$ cat src/rtl/i2s_pkg.sv
// Shared widths, reset constants and sample-format helpers for the I2S transmit path.
// Also intended for a future i2s_rx.
package i2s_pkg;

    localparam int SAMPLE_W   = 16;
    localparam int FRAME_BITS = 32;
    localparam int BIT_CNT_W  = 5;

    localparam logic [BIT_CNT_W-1:0] BIT_CNT_RST = BIT_CNT_W'(FRAME_BITS - 1);

    typedef logic [SAMPLE_W-1:0] sample_t;

    // Left word occupies the upper half so the frame can be shifted out MSB-first.
    typedef struct packed {
        sample_t l;
        sample_t r;
    } frame_t;

    function automatic sample_t to_wire_fmt(input sample_t s, input bit signed_in);
        sample_t res;
        res = s;
        if (!signed_in) begin
            res[SAMPLE_W-1] = ~s[SAMPLE_W-1];
        end
        return res;
    endfunction

endpackage

$ cat src/rtl/i2s_tx_if.sv
// Sample-pair handshake between a PCM producer and the I2S transmitter.
interface i2s_tx_if;

    i2s_pkg::sample_t sample_l;
    i2s_pkg::sample_t sample_r;
    logic             sample_valid;
    logic             sample_ready;

    modport master (
        output sample_l,
        output sample_r,
        output sample_valid,
        input  sample_ready
    );

    modport slave (
        input  sample_l,
        input  sample_r,
        input  sample_valid,
        output sample_ready
    );

endinterface

$ cat src/rtl/i2s_bclk_gen.sv
// System-clock divider producing a registered BCLK plus single-cycle strobes that
// mark the clk edge on which bclk rises or falls.
module i2s_bclk_gen #(
    parameter int unsigned BCLK_DIV = 4
) (
    input  logic clk,
    input  logic rst,
    output logic bclk,
    output logic rise_stb,
    output logic fall_stb
);

    localparam int unsigned     DIV_W  = 16;
    localparam logic [DIV_W-1:0] DIV_TC = DIV_W'(BCLK_DIV - 1);

    logic [DIV_W-1:0] div_cnt_q;
    logic [DIV_W-1:0] div_cnt_d;
    logic             bclk_q;
    logic             bclk_d;
    logic             term_cnt;

    always_comb begin
        term_cnt  = (div_cnt_q == DIV_TC);
        div_cnt_d = div_cnt_q + 1'b1;
        bclk_d    = bclk_q;
        if (term_cnt) begin
            div_cnt_d = '0;
            bclk_d    = ~bclk_q;
        end
    end

    always_ff @(posedge clk) begin
        if (!rst) begin
            div_cnt_q <= '0;
            bclk_q    <= 1'b0;
        end else begin
            div_cnt_q <= div_cnt_d;
            bclk_q    <= bclk_d;
        end
    end

    // Strobes are combinational so the consumer updates on the same edge as bclk.
    assign rise_stb = term_cnt & ~bclk_q;
    assign fall_stb = term_cnt &  bclk_q;
    assign bclk     = bclk_q;

endmodule

$ cat src/rtl/i2s_tx.sv
// Stereo I2S (Philips) transmitter: one-deep holding register, 32-bit frame shifter
// and word-select generation, all advanced on BCLK falling edges.
module i2s_tx
    import i2s_pkg::*;
#(
    parameter int unsigned BCLK_DIV  = 4,
    parameter bit          SIGNED_IN = 1'b1
) (
    input  logic       clk,
    input  logic       rst,
    i2s_tx_if.slave    smp,
    output logic       bclk,
    output logic       lrclk,
    output logic       sdata,
    output logic       frame_start,
    output logic       underrun
);

    logic fall_stb;
    logic bclk_rise_unused;

    logic [BIT_CNT_W-1:0]  bit_cnt_q;
    logic [BIT_CNT_W-1:0]  bit_cnt_d;
    logic [FRAME_BITS-1:0] shift_q;
    logic [FRAME_BITS-1:0] shift_d;
    frame_t                hold_q;
    frame_t                hold_d;
    frame_t                last_q;
    frame_t                last_d;
    logic                  hold_valid_q;
    logic                  hold_valid_d;
    logic                  lrclk_q;
    logic                  lrclk_d;
    logic                  sdata_q;
    logic                  sdata_d;
    logic                  frame_start_q;
    logic                  frame_start_d;
    logic                  underrun_q;
    logic                  underrun_d;
    logic                  capture;

    i2s_bclk_gen #(
        .BCLK_DIV (BCLK_DIV)
    ) u_bclk_gen (
        .clk      (clk),
        .rst      (rst),
        .bclk     (bclk),
        .rise_stb (bclk_rise_unused),
        .fall_stb (fall_stb)
    );

    always_comb begin
        capture       = smp.sample_valid && !hold_valid_q;
        bit_cnt_d     = bit_cnt_q;
        shift_d       = shift_q;
        hold_d        = hold_q;
        last_d        = last_q;
        hold_valid_d  = hold_valid_q;
        lrclk_d       = lrclk_q;
        sdata_d       = sdata_q;
        frame_start_d = 1'b0;
        underrun_d    = 1'b0;

        if (fall_stb) begin
            bit_cnt_d = bit_cnt_q + 1'b1;
            lrclk_d   = bit_cnt_d[BIT_CNT_W-1];
            sdata_d   = shift_q[FRAME_BITS-1];
            if (bit_cnt_d == '0) begin
                frame_start_d = 1'b1;
                if (hold_valid_q) begin
                    shift_d      = hold_q;
                    last_d       = hold_q;
                    hold_valid_d = 1'b0;
                end else begin
                    // Starved producer: repeat the previous frame rather than emit silence.
                    shift_d    = last_q;
                    underrun_d = 1'b1;
                end
            end else begin
                shift_d = shift_q << 1;
            end
        end

        // Capture only happens with hold empty, so it never collides with a load that drains hold.
        if (capture) begin
            hold_d.l     = to_wire_fmt(smp.sample_l, SIGNED_IN);
            hold_d.r     = to_wire_fmt(smp.sample_r, SIGNED_IN);
            hold_valid_d = 1'b1;
        end
    end

    always_ff @(posedge clk) begin
        if (!rst) begin
            bit_cnt_q     <= BIT_CNT_RST;
            shift_q       <= '0;
            hold_q        <= '0;
            last_q        <= '0;
            hold_valid_q  <= 1'b0;
            lrclk_q       <= 1'b1;
            sdata_q       <= 1'b0;
            frame_start_q <= 1'b0;
            underrun_q    <= 1'b0;
        end else begin
            bit_cnt_q     <= bit_cnt_d;
            shift_q       <= shift_d;
            hold_q        <= hold_d;
            last_q        <= last_d;
            hold_valid_q  <= hold_valid_d;
            lrclk_q       <= lrclk_d;
            sdata_q       <= sdata_d;
            frame_start_q <= frame_start_d;
            underrun_q    <= underrun_d;
        end
    end

    assign smp.sample_ready = ~hold_valid_q;
    assign lrclk            = lrclk_q;
    assign sdata            = sdata_q;
    assign frame_start      = frame_start_q;
    assign underrun         = underrun_q;

endmodule

$ cat src/flat_wrapper.sv
// flat-port wrapper written by rule: the top's interface ports become plain ports
module i2s_tx_flat import i2s_pkg::*;
#(
    parameter int unsigned BCLK_DIV  = 4,
    parameter bit          SIGNED_IN = 1'b1
)
  (clk, rst, bclk, lrclk, sdata, frame_start, underrun, smp_sample_l, smp_sample_r, smp_sample_valid, smp_sample_ready);
  i2s_tx_if smp_i ();
  input  logic clk;
  input  logic rst;
  output logic bclk;
  output logic lrclk;
  output logic sdata;
  output logic frame_start;
  output logic underrun;
  input wire logic [$bits(smp_i.sample_l)-1:0] smp_sample_l;
  input wire logic [$bits(smp_i.sample_r)-1:0] smp_sample_r;
  input wire logic [$bits(smp_i.sample_valid)-1:0] smp_sample_valid;
  output wire logic [$bits(smp_i.sample_ready)-1:0] smp_sample_ready;
  assign smp_i.sample_l = smp_sample_l;
  assign smp_i.sample_r = smp_sample_r;
  assign smp_i.sample_valid = smp_sample_valid;
  assign smp_sample_ready = smp_i.sample_ready;
  i2s_tx #(.BCLK_DIV(BCLK_DIV), .SIGNED_IN(SIGNED_IN)) u_core (.clk(clk), .rst(rst), .smp(smp_i), .bclk(bclk), .lrclk(lrclk), .sdata(sdata), .frame_start(frame_start), .underrun(underrun));
endmodule
$ cat config.mk
export PLATFORM = sky130hd
export DESIGN_NAME = i2s_tx_flat
export DESIGN_NICKNAME = d
export VERILOG_FILES = /design/src/rtl/i2s_pkg.sv /design/src/rtl/i2s_tx_if.sv /design/src/rtl/i2s_bclk_gen.sv /design/src/rtl/i2s_tx.sv /design/src/flat_wrapper.sv
export SDC_FILE = /design/constraint.sdc
export NUM_CORES = 1
export LEC_CHECK = 0
export CORE_MARGIN = 5
export CORE_UTILIZATION = 46
export CTS_BUF_LIST = sky130_fd_sc_hd__clkbuf_8 sky130_fd_sc_hd__clkbuf_16
export DETAILED_ROUTE_END_ITERATION = 16
export PLACE_DENSITY = 0.65
export SETUP_SLACK_MARGIN = 0.1
export SLEW_MARGIN = 30
export SYNTH_ARGS = -nofsm -noshare
export SYNTH_HDL_FRONTEND = slang
export SYNTH_SLANG_ARGS = --single-unit
$ cat constraint.sdc
create_clock -name clk -period 4.5 [get_ports clk]
set_clock_uncertainty 0.05 [all_clocks]
set_input_delay 0.675 -clock clk [delete_from_list [all_inputs] [get_ports clk]]
set_output_delay 0.675 -clock clk [all_outputs]
set_load 0.01 [all_outputs]
Yosys cells after proc, flatten, opt, wreduce, memory -nomap -nowiden
Cells that the tools add are included.
{"block": "word_totals", "ff_bits": 123, "in_bits": 35, "out_inout_bits": 6, "wordCells": 37}
{"block": "op_classes", "addsub": 2, "eq_ne": 1, "muxes": 7, "bitwise": 4, "n_reduce_logical": 10}
{"op": "32-bit 2-to-1 mux", "count": 2}
{"op": "16-bit by 1-bit adder with 16-bit output (second input constant)", "count": 1}
{"op": "16-bit by 2-bit == test with 1-bit output (second input constant)", "count": 1}
{"op": "2-bit AND reduction", "count": 3}
{"op": "5-bit by 1-bit adder with 5-bit output (second input constant)", "count": 1}
{"op": "5-bit zero test", "count": 1}
{"op": "1-bit 2-to-1 mux", "count": 5}
{"op": "2-bit nonzero test", "count": 2}
{"op": "1-bit NOT", "count": 3}
{"op": "3-bit AND reduction", "count": 1}
{"op": "2-bit OR reduction", "count": 1}
{"op": "1-bit AND", "count": 1}
{"op": "1-bit logical AND", "count": 1}
{"op": "1-bit zero test", "count": 1}

Logic depth before layout (Yosys ltp)
{"block": "logic_depth", "ltp_word": 5, "ltp_mapped": 9, "mapped_depth_nobuf": 6}

Modules after synthesis
A second synthesis with hierarchy kept.
{"block": "unflattened", "cells_unflattened": 560, "hier_area_um2": 5288.8}
{"mod": "i2s_tx", "n_inst": 1, "cells_per_inst": 474, "area_per_inst_um2": 4526.8, "seq_area_each_um2": 2102.0}
{"mod": "i2s_bclk_gen", "n_inst": 1, "cells_per_inst": 86, "area_per_inst_um2": 762.0, "seq_area_each_um2": 340.3}

Worst setup path before layout
Ideal clock, no wire load.
{"block": "synth_timing", "path_type": "register to register", "start": "register u_core.u_bclk_gen.div_cnt_q[0]", "end": "register u_core.last_q[1] (netlist bit)", "setup_time_ps": 132, "arrival_ps": 2396, "required_ps": 4318, "path_slack_ps": 1922, "stages_incl_launch_ff": 10, "n_path_buf": 3, "synth_period_minus_slack_ps": 2578, "cell_sequence": "dfxtp_1 -> ha_1 -> or4b_1 -> or4_1 -> buf_2 -> or2_1 -> buf_6 -> buf_6 -> o31ai_2 -> a21oi_1"}
{"block": "synth_via", "elab_chain_len": 3}
{"element": "start: declaration", "line_no": "i2s_bclk_gen.sv:16", "rtl": "logic [DIV_W-1:0] div_cnt_q;"}
{"element": "start signal: assignment", "line_no": "i2s_bclk_gen.sv:37", "rtl": "div_cnt_q <= div_cnt_d;"}
{"element": "16-bit by 2-bit == test with 1-bit output", "line_no": "i2s_bclk_gen.sv:23", "rtl": "term_cnt = (div_cnt_q == DIV_TC);"}
{"element": "1-bit AND", "line_no": "i2s_bclk_gen.sv:44", "rtl": "assign fall_stb = term_cnt & bclk_q;"}
{"element": "2-bit AND reduction (no line)"}
{"element": "end signal: assignment", "line_no": "i2s_tx.sv:107", "rtl": "last_q <= last_d;"}
{"element": "end: declaration", "line_no": "i2s_tx.sv:28", "rtl": "frame_t last_q;"}
No other way between the ends.
A chain may end at the register's enable or synchronous reset.

Worst setup path after layout
{"block": "layout_timing", "start": "register u_core.u_bclk_gen.div_cnt_q[0]", "end": "register u_core.last_q[15] (netlist bit)"}
The elaborated chain is that of the path after synthesis.

==> out/metrics.csv <==
stage,metric,value,unit
min_path,HP Class,flop to flop,
final_layout,n_diodes,0,
setup_path,R2R depth,7,
cts,H-tree Lvls,4,
final_layout,Finished Core Util,0.5527,
floorplan,DIE AREA,14550,um2
synth,Synth top area share,0.4339,
setup_path,Crit. End Element,flop,
final_layout,final non-filler cell total,813,
floorplan,Ports,41,
synth,main area contributors after synthesis,"dfxtp_1 43%, nand2_1 7.5%, nand4_1 7.3%",
routing,vias after detailed routing,4918,
grt,vias in the first global route,4647,
sta,fin worst setup slack,1307,ps
floorplan,total core area,12010,um2
synth,commonest register cell after synthesis,dfxtp_1,
grt,pin count of the biggest net entering global routing,99,
synth,register area share after synthesis,0.4339,
sta,Tcrit/Tclk final,0.7096,
power_and_ir_drop,P_leak,2.162,nW
synth,Synth Cell Area,5629,um2
power_and_ir_drop,Pwr Density,411.2,nW/um2
setup_path,Worst R2R Start,u_core.u_bclk_gen.div_cnt_q[0]$_SDFF_PP0_,
synth,Synth Area in XOR/XNOR,0.02801,
synth,post-synth top area cell,dfxtp_1,
synth,Synth Instances,654,
cts,clock-pin slew on the worst setup and hold paths,50,ps
cts,clock latency at the later pin of the worst-skew pair,410,ps
sta,fmax,313.2,MHz
run_status,status,finished clean,
synth,#FFs+latches synth,122,
synth,"EDFF count, synth",0,
synth,synth warn,0,
setup_path,CP startpoint,u_core.u_bclk_gen.div_cnt_q[0]$_SDFF_PP0_,
cts,CTS root buf,clkbuf_16,
setup_path,worst path required time,4770,ps
cts,CTS max path bufs,2,
sta,Setup-failing EPs final,0,
sta,hold slack,394.9,ps
final_layout,fraction of layout cells with a size suffix above 1,0.1246,
grt,initial antenna violation count,0,
run,max-cap violations,0,
routing,Post-Route WL,13330,um
routing,wire length per cell,16.40,um
grt,first-pass GRT wire length,22660,um
sta,final count of hold timing violations,0,
place,GP Congestion,0.8639,
min_path,hold depth,1,
synth,largest family of logic cells by synthesized area,simple AND/OR/NAND/NOR gates,
place,port bufs,40,
floorplan,width of the die,120.6,um
synth,synth unique cells,42,
synth,Post-Synth Simple-Gate Area,0.2381,
floorplan,Rows,40,
setup_path,Crit Path Category,flop to flop,
floorplan,starting density of the core,0.4686,
final_layout,Nets,691,
synth,most numerous cell in the Yosys netlist,dfxtp_1,
synth,Compound-Gate Fraction of Synth Area,0.2312,
place,"worst slack, placed",1398,ps
sta,worst rel slew slack,0.3568,
cts,CTS Sinks,122,
sta,Final Slew Violations,0,
sta,setup TNS,0,ps
setup_path,Startpoint Class,flop,
sta,Worst-Margin Slew,964.8,ps
routing,Residual DRC,0,
min_path,Hold Crit Start,u_core.u_bclk_gen.div_cnt_q[0]$_SDFF_PP0_,
place,DP Cell Count,781,
sta,minimum clock period after layout,3193,ps
grt,total grt overflow,0,
power_and_ir_drop,Max IR drop VDD,0.0002769,V
place,DP HPWL,7749,um
routing,DR iter-0 viols,447,
synth,Post-synth ARST share,0,
sta,RSZ-0062 raised after global routing,no,
cts,CTS buffer count,17,
synth,Post-synth top cells,"122 x dfxtp_1, 113 x nand2_1, 69 x a21oi_1",
cts,post-CTS sizing,0,
floorplan,die height,120.6,um
cts,CTS hold repair buffers,0,
grt,GRT Total Usage,0.1920,
setup_path,crit path DAT,3460,ps
final_layout,P&R area growth vs syn,17.94,%
cts,Setup Buffers After CTS,0,
cts,CTS tree,built,
routing,ANT nets after route,0,
setup_path,CP max FO,26,
synth,Synthesized Nets,692,
synth,post-synthesis mux area share,0.003779,
routing,first-pass iteration count of the detailed router,6,
routing,vias per cell,6.049,
synth,syn avg cell area,8.607,um2
synth,Synth Area in Adders,0.006668,
==> per-layer routing <==
| layer | vias to the layer above | global-route usage | part of all wire |
|---|---|---|---|
| met3 | 14 | 0.05051 | 0.049 |
| met1 | 2347 | 0.2381 | 0.45 |
| met4 | 0 | 0.06941 | 0.011 |
| met2 | 141 | 0.3210 | 0.49 |
| li1 | 2416 | - | - |
| met5 | - | 0 | 0 |
==> placed cells by master (no fill, tap or decap), types with 11 or more instances in the layout <==
cell type | netlist | final
a21oi_1 | 69 | 68
clkdlybuf4s50_1 | 0 | 39
o221ai_1 | 30 | 30
nor2_1 | 18 | 18
xor2_1 | 11 | 11
clkbuf_16 | 0 | 17
o31ai_2 | 29 | 29
buf_4 | 0 | 12
nand2b_1 | 31 | 31
o2111ai_1 | 30 | 30
nand2_1 | 113 | 113
dfxtp_1 | 122 | 121
nand4_1 | 66 | 66
==> worst max-delay path, cell delays in order (launching register included) <==
cell and delay [ps]:
dfxtp_1 340, ha_1 290, or4b_1 480, or4_1 660
nor2_2 450, buf_4 420, nand4_1 150, a21oi_1 260
==> cell type report <==
type                       count  area, um2
fill                        1105       5373
multi-input combinational    456       2885
sequential                   122       2444
clock buffer                  23      508.0
timing repair buffer          52      485.5
tap                          147      183.9
clock inverter                 9      117.6
inverter                       4      15.01
==> sequential cells by signal, summed over array words and instances (netlist names) <==
| register | flops |
|---|---|
| u_core.frame_start | 1 |
| u_core.u_bclk_gen.div_cnt_q | 16 |
| u_core.hold_valid_q | 1 |
| u_core.hold_q | 32 |
| u_core.bit_cnt_q | 5 |
| u_core.last_q | 32 |
| u_core.underrun | 1 |
| u_core.shift_q | 32 |
| u_core.sdata | 1 |
| u_core.u_bclk_gen.bclk | 1 |
==> final timing paths <==
| check | endpoint | slack, ps |
|---|---|---|
| max | u_core.last_q[15]$_SDFFE_PN0P_ | 1310 |
| min | u_core.u_bclk_gen.div_cnt_q[0]$_SDFF_PP0_ | 390 |
| max reg2reg | u_core.last_q[15]$_SDFFE_PN0P_ | 1310 |
| min reg2reg | u_core.u_bclk_gen.div_cnt_q[0]$_SDFF_PP0_ | 390 |
==> power by group <==
group | total (mW) | switching [mW] | internal [mW]
logic | 0.199 | 0.132 | 0.0669
clock network | 1.41 | 0.460 | 0.951
registers | 1.12 | 0.0164 | 1.10
==> kinds of logic after synthesis <==
| family | after synthesis |
|---|---|
| buf+inv | 76 |
| fa+ha+maj | 3 |
| simple gates | 265 |
| flops | 122 |
| xor+xnor | 18 |
| mux | 2 |
| compound gates | 168 |
==> per-stage QoR <==
| step | cell area [um2] | power [mW] |
|---|---|---|
| after floorplan | 5629 | 1.270 |
| after global placement | 6006 | 1.334 |
| after detailed placement | 6008 | 1.341 |
| after CTS | 6634 | 2.750 |
| after global routing | 6639 | 2.826 |
| final | 6639 | 2.730 |
Note: power is estimated with default switching activity, not from simulation.
==> RTL change 1: new RTL, same settings <==
Reset style: asynchronous (`rst`), changed in 2 clocked blocks.
--- a/src/rtl/i2s_bclk_gen.sv
+++ b/src/rtl/i2s_bclk_gen.sv
@@ -31,3 +31,3 @@
 
-    always_ff @(posedge clk) begin
+    always_ff @(posedge clk or negedge rst) begin
         if (!rst) begin
--- a/src/rtl/i2s_tx.sv
+++ b/src/rtl/i2s_tx.sv
@@ -91,3 +91,3 @@
 
-    always_ff @(posedge clk) begin
+    always_ff @(posedge clk or negedge rst) begin
         if (!rst) begin
Behaviour: differs if rst is asserted again (counterexample within 4 cycles, from zero or initial values and one cycle with rst low); with rst held inactive, the same outputs for 10 cycles.
==> RTL change 1 against the original RTL <==
- die area is 2.1% lower
- non-clock buffer count is 8 lower
- design area is 1.5% lower
- routed wire length is 28% lower
- first-iteration DRC count is 48% lower
- sequential cell count stayed put
- final cell count is 20% lower
- worst setup slack better by 590 ps
- total power is 10% lower
- synthesized area is 2.3% lower
- largest power group unchanged
==> RTL change 1: results (changes against the original RTL) <==
Status = finished, final reports clean
Placer Congestion = 0.788 (-8.8%)
Cell-internal power = 1.94 mW (-8.5%)
Ys async rst share = 100% (+100 points)
Largest net degree at the start of global routing = 76 (-23%)
R2r setup slk = 1960 ps (+650 ps)
HPWL after detailed placement = 5840 um (-25%)
Nets@finish = 528 (-24%)
Crit path from = u_core.hold_valid_q
Worst Setup EP = smp_sample_ready
CP max FO = 36 (+38%)
Hold WC Path Type = input port to async pin
Worst vdd ir = 0.276 mV (-0.22%)
Crit path arrival time = 1880 ps (-1580 ps)
Detailed Routing Iterations Pass 1 = 4 (-2)
Leakage power = 3.08 nW (+42%)
Critical path's largest stage delay = 790 ps (+130 ps)
Reg2reg end = u_core.shift_q[31]
Max Freq = 384 MHz (+23%)
Initial DRC count = 233 (-48%)
Share of cells above drive strength 1 = 25.9% (+13 points)
Syn Nets = 490 (-29%)
Vias in the first global route = 3538 (-24%)
Vias post-DR = 3350 (-32%)
Clk power = 1.18 mW (-16%)
Setup WS pre-CTS = 1730 ps (+332 ps)
Commonest cells post-synth = dfrtp_1 (117), mux2_2 (82), o21ai_0 (45)
[RTL change 1: cells by family after synthesis]
kind of cell             count (synthesis)  synth area share, %
flip-flops                             122                 55.6
AO/OA/AOI/OAI                           63                 5.89
buffers and inverters                   42                 3.87
adder cells (fa/ha/maj)                  3                0.683
XOR/XNOR                                19                 3.03
multiplexers                           114                 22.6
AND/OR/NAND/NOR                         89                 8.28
[RTL change 1: critical path: cells and delay by family, from the launching register on]
family,cells,cell delay (ps)
flip-flops,1,790
buffers and inverters,2,670
[RTL change 1: layer usage]
metal	routed length [um]	track usage [%]	vias up
met2	4630	23.9	51
met1	4450	18.6	1649
li1	-	-	1636
met3	361	4.99	14
met5	0	0	-
met4	156	6.44	0
[RTL change 1: area by class of cell]
cell class                 count  area [um2]
fill                        1026        5320
sequential                   122        3060
multi-input combinational    288        2250
clock buffer                  21         480
timing repair buffer          44         452
tap                          147         184
inverter                      17        63.8
clock inverter                10        40.0
==> RTL change 2: new RTL, same settings <==
Made on the original files. `SIGNED_IN` is set to 1'b1 in 2 places; all go to 1'b0.
--- a/src/rtl/i2s_tx.sv
+++ b/src/rtl/i2s_tx.sv
@@ -6,3 +6,3 @@
     parameter int unsigned BCLK_DIV  = 4,
-    parameter bit          SIGNED_IN = 1'b1
+    parameter bit          SIGNED_IN = 1'b0
 ) (
--- a/src/flat_wrapper.sv
+++ b/src/flat_wrapper.sv
@@ -4,3 +4,3 @@
     parameter int unsigned BCLK_DIV  = 4,
-    parameter bit          SIGNED_IN = 1'b1
+    parameter bit          SIGNED_IN = 1'b0
 )
Function: same outputs for any inputs over 10 cycles, from zero or initial values and one cycle with rst low; that may be too few to reach the edited logic, so the function may still have changed.
==> RTL change 2 against the original RTL <==
- count of clock-buffer cells in the layout decreased by 3
- synthesized area increased by 0.56%
- total power is 0.93% lower
- first-iteration DRC count up 9.2%
- global-route usage shrank 2.5 points
- core utilization about the same
- design area is 0.40% higher
- routed wire length fell by 11%
- hold slack improved by 12 ps
- sequential cell count unchanged
- worst setup slack improved by 470 ps
- critical path type unchanged
- critical endpoint is now u_core.last_q[1]
- largest cell class unchanged
==> RTL change 2: results (changes against the original RTL) <==
Status = finished, final reports clean
Worst path slowest cell = and4_2
Number of clock buffers in the layout = 20 (-13%)
Post-Synth Adder-Cell Area = 0.663% (-0.0037 points)
Die width = 121 um (+0.26%)
Fraction of area in registers = 36.6% (-0.16 points)
Synth area leaders = dfxtp_1 (43%), nand2_1 (9.2%), mux2_2 (6.4%)
Placed inst area = 6040 um2 (+0.58%)
FF/Latch Area = 2440 um2 (about the same)
Area of the multi-input gates = 2910 um2 (+0.69%)
Detailed Routing Iterations Pass 1 = 4 (-2)
Initial DRC count = 488 (+9.2%)
Cell Count Post-Placement = 792 (+1.4%)
Commonest cells post-synth = nand2_1 (138), dfxtp_1 (122), nand3_1 (68)
Nets@finish = 681 (-1.4%)
R2r setup slk = 1780 ps (+470 ps)
Vias in the first global route = 4311 (-7.2%)
Worst vdd ir = 0.252 mV (-9.1%)
WL met3 = 390 um (-41%)
First-pass GRT wire length = 20100 um (-11%)
Met3 Resource Use GR = 4.48% (-0.58 points)
Inverters, non-clock = 6 (+2)
Placer Congestion = 0.825 (-4.5%)
Worst Setup EP = u_core.last_q[1]
Non-clock buffer share = 6.95% (-0.37 points)
Relative slew slack = 42.3% (+6.6 points)
GRT Util Overall = 16.7% (-2.5 points)
Leakage power = 2.50 nW (+16%)
NetSw = 576 uW (-5.4%)
Unique masters post-synth = 44 (+4.8%)
Cells on worst reg2reg path = 6 (-1)
Sequential cell count = 122 (unchanged)
Share of cells above drive strength 1 = 11.9% (-0.57 points)
XOR/XNOR Fraction of Synth Area = 1.86% (-0.94 points)
Grt met2 use = 26.1% (-6.0 points)
Bufs w/o clock = 47 (-9.6%)
Synth Area in Compound Gates = 15.5% (-7.6 points)
Mux cell area share after synthesis = 12.0% (+12 points)
Hold_ws = 407 ps (+11.7 ps)
Post-DR wirelength/cell = 14.5 um (-12%)
Final non-filler cell total = 824 (+1.4%)
## RTL change 2: power groups by stage
stage	clock, mW	sequential, mW	combinational [mW]
finish	1.42	1.12	0.159
global route	1.50	1.12	0.175
CTS	1.44	1.12	0.161
detailed placement	0	1.14	0.160
global placement	0	1.14	0.156
floorplan	0	1.14	0.108
## RTL change 2: tightest hold or removal path, delay by kind of cell (launching register included)
family / cells / cell delay (ps)
flops: 1 / 310
simple gates: 1 / 50
mux: 1 / 50
## RTL change 2: worst min-delay path by stage
stage / start / end
final: u_core.last_q[30] / u_core.last_q[30]
after global routing: u_core.last_q[7] / u_core.last_q[7]
after floorplan: u_core.u_bclk_gen.div_cnt_q[0] / u_core.u_bclk_gen.div_cnt_q[0]
after detailed placement: u_core.last_q[4] / u_core.last_q[4]
after global placement: u_core.last_q[31] / u_core.last_q[31]
after CTS: u_core.last_q[30] / u_core.last_q[30]
